**src/rtl/rtc_pkg.sv**
```systemverilog
// Shared types and constants for the real-time clock core.
package rtc_pkg;

    // One BCD digit, 0-9.
    typedef logic [3:0] bcd_t;

    // Set-mode states, also exported on set_state for display blinking.
    typedef enum logic [1:0] {
        ST_RUN      = 2'b00,
        ST_SET_HOUR = 2'b01,
        ST_SET_MIN  = 2'b10
    } set_state_e;

    // Field limits as BCD tens/units pairs.
    localparam bcd_t SEC_MAX_H  = 4'd5;
    localparam bcd_t SEC_MAX_L  = 4'd9;
    localparam bcd_t MIN_MAX_H  = 4'd5;
    localparam bcd_t MIN_MAX_L  = 4'd9;
    localparam bcd_t HOUR_MAX_H = 4'd2;
    localparam bcd_t HOUR_MAX_L = 4'd3;

endpackage

```
**src/rtl/bcd2_counter.sv**
```systemverilog
// Two-digit BCD counter that wraps to 00 after MAX_H:MAX_L.
// carry is combinational: high when an increment is applied at the limit.
module bcd2_counter
    import rtc_pkg::*;
#(
    parameter bcd_t MAX_H = 4'd5,
    parameter bcd_t MAX_L = 4'd9
) (
    input  logic       clk,
    input  logic       rst,
    input  logic       inc,
    input  logic       clr,
    output logic [3:0] dig_h,
    output logic [3:0] dig_l,
    output logic       carry
);

    bcd_t dig_h_q, dig_h_d;
    bcd_t dig_l_q, dig_l_d;
    logic at_max;

    // The field limit is checked before the units digit rolls, so e.g. 23 -> 00 for hours.
    assign at_max = (dig_h_q == MAX_H) && (dig_l_q == MAX_L);
    assign carry  = inc && at_max;

    // Next-digit logic: clear wins over increment.
    always_comb begin
        dig_h_d = dig_h_q;
        dig_l_d = dig_l_q;
        if (clr) begin
            dig_h_d = 4'd0;
            dig_l_d = 4'd0;
        end else if (inc) begin
            if (at_max) begin
                dig_h_d = 4'd0;
                dig_l_d = 4'd0;
            end else if (dig_l_q == 4'd9) begin
                dig_h_d = dig_h_q + 4'd1;
                dig_l_d = 4'd0;
            end else begin
                dig_l_d = dig_l_q + 4'd1;
            end
        end
    end

    // Digit registers with synchronous reset.
    always_ff @(posedge clk) begin
        if (rst) begin
            dig_h_q <= 4'd0;
            dig_l_q <= 4'd0;
        end else begin
            dig_h_q <= dig_h_d;
            dig_l_q <= dig_l_d;
        end
    end

    assign dig_h = dig_h_q;
    assign dig_l = dig_l_q;

endmodule

```
**src/rtl/rtc_time_counter.sv**
```systemverilog
// Real-time clock core: 1 s prescaler, HH:MM:SS BCD counters and a
// three-state set mode driven by single-cycle key pulses.
module rtc_time_counter
    import rtc_pkg::*;
#(
    parameter int TIME_1S = 50_000_000
) (
    input  logic       clk,
    input  logic       rst,
    input  logic       key_mode,
    input  logic       key_inc,
    output logic [3:0] sec_l,
    output logic [3:0] sec_h,
    output logic [3:0] min_l,
    output logic [3:0] min_h,
    output logic [3:0] hour_l,
    output logic [3:0] hour_h,
    output logic [1:0] set_state,
    output logic       tick_1s
);

    localparam int CW = (TIME_1S > 1) ? $clog2(TIME_1S) : 1;
    localparam logic [CW-1:0] CNT_MAX = CW'(TIME_1S - 1);

    set_state_e    state_q;
    logic [CW-1:0] cnt_q, cnt_d;
    logic          wrap_q, wrap_d;
    logic          tick_q, tick_d;

    logic run_stay;
    logic inc_ev;
    logic sec_inc, sec_clr, sec_carry;
    logic min_inc, min_carry;
    logic hour_inc, hour_carry_unused;

    // Staying in RUN this edge; a key_mode pulse always leaves RUN and drops any tick.
    assign run_stay = (state_q == ST_RUN) && !key_mode;
    // key_mode takes precedence over a coincident key_inc.
    assign inc_ev   = key_inc && !key_mode;

    // Prescaler counts only while running; it is forced to 0 in set modes and on the RUN-entry edge.
    assign cnt_d  = !run_stay ? '0 : ((cnt_q == CNT_MAX) ? '0 : cnt_q + 1'b1);
    // End-of-count is registered once, then becomes the tick on the following edge.
    assign wrap_d = run_stay && (cnt_q == CNT_MAX);
    assign tick_d = run_stay && wrap_q;

    // Increment routing: the tick drives the seconds chain; keys drive one field with no carry.
    assign sec_inc  = tick_d;
    assign sec_clr  = (state_q == ST_SET_MIN) && key_mode;
    assign min_inc  = (tick_d && sec_carry) || ((state_q == ST_SET_MIN) && inc_ev);
    assign hour_inc = (run_stay && min_carry) || ((state_q == ST_SET_HOUR) && inc_ev);

    // Set-mode FSM: RUN -> SET_HOUR -> SET_MIN -> RUN on each key_mode pulse.
    always_ff @(posedge clk) begin
        if (rst) begin
            state_q <= ST_RUN;
        end else if (key_mode) begin
            case (state_q)
                ST_RUN:      state_q <= ST_SET_HOUR;
                ST_SET_HOUR: state_q <= ST_SET_MIN;
                ST_SET_MIN:  state_q <= ST_RUN;
                default:     state_q <= ST_RUN;
            endcase
        end
    end

    // Prescaler, end-of-count flag and tick registers.
    always_ff @(posedge clk) begin
        if (rst) begin
            cnt_q  <= '0;
            wrap_q <= 1'b0;
            tick_q <= 1'b0;
        end else begin
            cnt_q  <= cnt_d;
            wrap_q <= wrap_d;
            tick_q <= tick_d;
        end
    end

    bcd2_counter #(
        .MAX_H (SEC_MAX_H),
        .MAX_L (SEC_MAX_L)
    ) u_sec (
        .clk   (clk),
        .rst   (rst),
        .inc   (sec_inc),
        .clr   (sec_clr),
        .dig_h (sec_h),
        .dig_l (sec_l),
        .carry (sec_carry)
    );

    bcd2_counter #(
        .MAX_H (MIN_MAX_H),
        .MAX_L (MIN_MAX_L)
    ) u_min (
        .clk   (clk),
        .rst   (rst),
        .inc   (min_inc),
        .clr   (1'b0),
        .dig_h (min_h),
        .dig_l (min_l),
        .carry (min_carry)
    );

    bcd2_counter #(
        .MAX_H (HOUR_MAX_H),
        .MAX_L (HOUR_MAX_L)
    ) u_hour (
        .clk   (clk),
        .rst   (rst),
        .inc   (hour_inc),
        .clr   (1'b0),
        .dig_h (hour_h),
        .dig_l (hour_l),
        .carry (hour_carry_unused)
    );

    assign set_state = state_q;
    assign tick_1s   = tick_q;

endmodule

```
**config.mk**
```make
export PLATFORM = sky130hd
export DESIGN_NAME = rtc_time_counter
export DESIGN_NICKNAME = d
export VERILOG_FILES = /design/src/rtl/rtc_pkg.sv /design/src/rtl/bcd2_counter.sv /design/src/rtl/rtc_time_counter.sv
export SDC_FILE = /design/constraint.sdc
export NUM_CORES = 1
export LEC_CHECK = 0
export ABC_AREA = 1
export BUFFER_PORTS_ARGS = -buffer_cell sky130_fd_sc_hd__clkbuf_2
export CAP_MARGIN = 20
export CELL_PAD_IN_SITES_DETAIL_PLACEMENT = 1
export CELL_PAD_IN_SITES_GLOBAL_PLACEMENT = 1
export CORE_AREA = 2 2 91 93
export DETAILED_ROUTE_END_ITERATION = 8
export DIE_AREA = 0 0 93 95
export PLACE_DENSITY = 0.84
export SYNTH_ARGS = -nofsm -noshare
export SYNTH_HDL_FRONTEND = slang
export SYNTH_HIERARCHICAL = 1
export SYNTH_SLANG_ARGS = --single-unit
```
**constraint.sdc**
```tcl
create_clock -name clk -period 2.5 [get_ports clk]
set_input_delay 0.375 -clock clk [delete_from_list [all_inputs] [get_ports clk]]
set_output_delay 0.375 -clock clk [all_outputs]
set_load 0.1 [all_outputs]
```
==> metrics.md <==
| Metric | Value |
|---|---|
| Critical path's largest stage delay | between 0.3 and 0.4 ns |
| Worst Hold Class | primary input to flop |
| Clock skew | 0.0150 ns |
| Clk root buf | clkbuf_8 |
| Worst r2r src | set_state[1] |
| First-pass GRT wire length | approximately 12000 um |
| Clock Sinks | between 50 and 60 |
| CP Launch Type | flop |
| Hold Startpoint | key_mode |
| Most common cell after layout, fill and taps aside | nand2_1 |
| Crit path from | set_state[1] |
| Htree depth | 2 |
| Final setup vio count | 0 |
| Comb power frac | ~5.4% |
| Vias per cell | between 4 and 5 |
| Largest net degree at the start of global routing | 27 |
| Placed inst area | between 3000 and 4000 um2 |
| Levels on crit path | 15 |
| Sw Pwr | ~0.36 mW |
| Number of buffers created by CTS | 5 |
| Crit Path Max Fanout | 7 |
| Initial core utilization | a little over a third |
| Int Pwr | roughly 1.1 mW |
| Die Ht | between 90 and 100 um |
| CTS tree | done |
| Port Buffers | 30 |
| Clock Power Share | 34.4% |
| Rows | 33 |
| Commonest cells after routing, fill and taps aside | 109 x nand2_1, 90 x nor2_1, 49 x inv_1 |
| Buf/Inv on CP | 1 |
| Cell area after layout | 3310 um2 |
| Initial antenna violation count | 0 |
| Die area | 8840 um2 |
| Post-Synthesis Cells | 425 |
| Max-cap violations | 0 |
| Final Max Slew Viols | 0 |
| CP dominant cell by count | nor2_1 |
| WL final | ~7000 um |
| Transition time of the tightest slew-check pin | about 0.55 ns |
| Total congestion overflow | 0 |
| Clock tree buffer depth | 2 |
| Fin crit share | 88.8% |
| Setup Fix Bufs, Post-CTS | 0 |
| Worst R2R Path Depth | 15 |
| FILL cells | between 1000 and 1500 |
| Register area | 1100 um2 |
| WS Path Type | flop to flop |
| Final #Nets | between 400 and 500 |
| Post-cts hold buffer count | 0 |
| Final Hold Violating Endpoints | 0 |
| Core area | approximately 7900 um2 |
| DRT antenna net count | 0 |
| Chip width | slightly above 90 um |
| Worst-Skew Late Latency | 0.32 ns |
| Area added between synthesis and finish | 14.5% |
| VDD IR max | 0.161 mV |
| Crit-path leading delay family | simple AND/OR/NAND/NOR gates |
| Reg2reg end | u_hour/dig_l[2] |
| GP Congestion | around 0.85 |
| Synth Area per Inst | 6.80 um2 |
| WL/cell | about 12 um |
| Reg power frac | 60.2% |
| Worst EP arrival | between 2 and 2.5 ns |
| CP max stage cell | dfxtp_4 |
| Drt pass-1 iters | 4 |
| Leakage power | ~1.3 nW |
| Aggregate global-route resource usage | roughly 17% |
| Layout cells sized above 1 | about 16% |
| Worst EP required | 2.72 ns |
| Minimum clock period | about 2.2 ns |
| Resize count post-CTS | 0 |
| Status | complete, no violations |
| F_max | 451 MHz |
| Total power | about 1.4 mW |
| Clock-pin slew on the worst setup and hold paths | 0.10 ns |
| Slew margin rel. | between 60% and 70% |
| Crit-path cells | nor2_4, nand2_2, nor2_4, nand4_1, nor2_1, nand2_1, o21ai_2, nand4_1, nor2_1, nand3_1, o21ai_1, buf_4, nand2_1, xor2_1, nor2_1 |
| Post-DP HPWL | 5560 um |
| Capturing element type of the critical path | flop |
| Setup slack, reg-to-reg | around 0.28 ns |
| # IOs | 31 |
| Footprint of the multi-input gates | between 1500 and 2000 um2 |
| Routed vias | roughly 2700 |
| Cell Pwr Density | roughly 440 nW/um2 |
| Drt drc | 0 |
| Mapped Area | 2890 um2 |
| RSZ-0062 raised after global routing | false |
| Vias in the first global route | around 2700 |
| Setup crit end | u_hour/dig_l[2] |
| 1st-iter DRT viols | 56 |
| Sw frac | between 20% and 30% |
| YS warnings | 6 |
| N_diodes | 0 |
==> stage by stage <==
| step | util (%) | worst slack (ns) | hold WS, ns | cells | TNS (ns) |
|---|---|---|---|---|---|
| after global routing | 41.7 | 0.0121 | 0.243 | 571 | 0 |
| after floorplan | - | -0.0422 | 0.417 | 426 | -0.0422 |
| after CTS | 41.7 | 0.267 | 0.246 | 571 | 0 |
| final | 41.7 | 0.281 | 0.260 | 571 | 0 |
| after detailed placement | 40.6 | 0.135 | 0.439 | 563 | 0 |
| after global placement | 40.6 | 0.246 | 0.433 | 563 | 0 |
==> registers in the layout (all words and copies together), names as in the netlist, 2 cells and up <==
| register | flops |
|---|---|
| cnt_q | 26 |
| set_state | 2 |
| u_min/dig_l | 4 |
| u_hour/dig_l | 4 |
| u_hour/dig_h | 4 |
| u_sec/dig_l | 4 |
| u_min/dig_h | 4 |
| u_sec/dig_h | 4 |
==> area by class of cell <==
| cell class | instances | share of cell area (%) |
|---|---|---|
| inverters | 49 | 5.56 |
| clock buffers | 6 | 2.19 |
| repair buffers | 35 | 5.68 |
| well taps | 105 | 3.97 |
| flip-flops and latches | 54 | 33.3 |
| multi-input cells | 320 | 49.0 |
| clock inverters | 2 | 0.378 |
==> power by group through the flow <==
| stage | clock, mW | combinational (mW) | sequential [mW] |
|---|---|---|---|
| 2_1_floorplan | 0 | 0.0399 | 0.912 |
| 3_3_place_gp | 0 | 0.0768 | 0.888 |
| 3_5_place_dp | 0 | 0.0776 | 0.889 |
| 4_1_cts | 0.518 | 0.0781 | 0.869 |
| 5_1_grt | 0.549 | 0.0849 | 0.870 |
| 6_report | 0.496 | 0.0777 | 0.869 |
==> worst reg2reg max path: cells and delay by family (launching register included) <==
family / cells / cell delay, ns
buffers and inverters: 1 / 0.23
XOR/XNOR: 1 / 0.14
AO/OA/AOI/OAI: 2 / 0.26
flip-flops: 1 / 0.37
AND/OR/NAND/NOR: 11 / 1.11
==> layer usage <==
metal | routed length [um] | vias to the layer above | GRT usage [%]
met3 | 152 | 8 | 2.79
li1 | - | 1391 | -
met5 | 0 | - | 0
met1 | 3130 | 1282 | 19.3
met4 | 106 | 0 | 5.76
met2 | 3610 | 24 | 32.3
==> worst min-delay path by stage <==
stage / endpoint / slack [ns] / cells past startpoint
after floorplan: cnt_q[0] / 0.42 / 1
after global placement: cnt_q[0] / 0.43 / 1
after detailed placement: cnt_q[0] / 0.44 / 1
after CTS: set_state[1] / 0.25 / 2
after global routing: set_state[1] / 0.24 / 2
final: set_state[1] / 0.26 / 2
(Power assumes the default switching activity.)
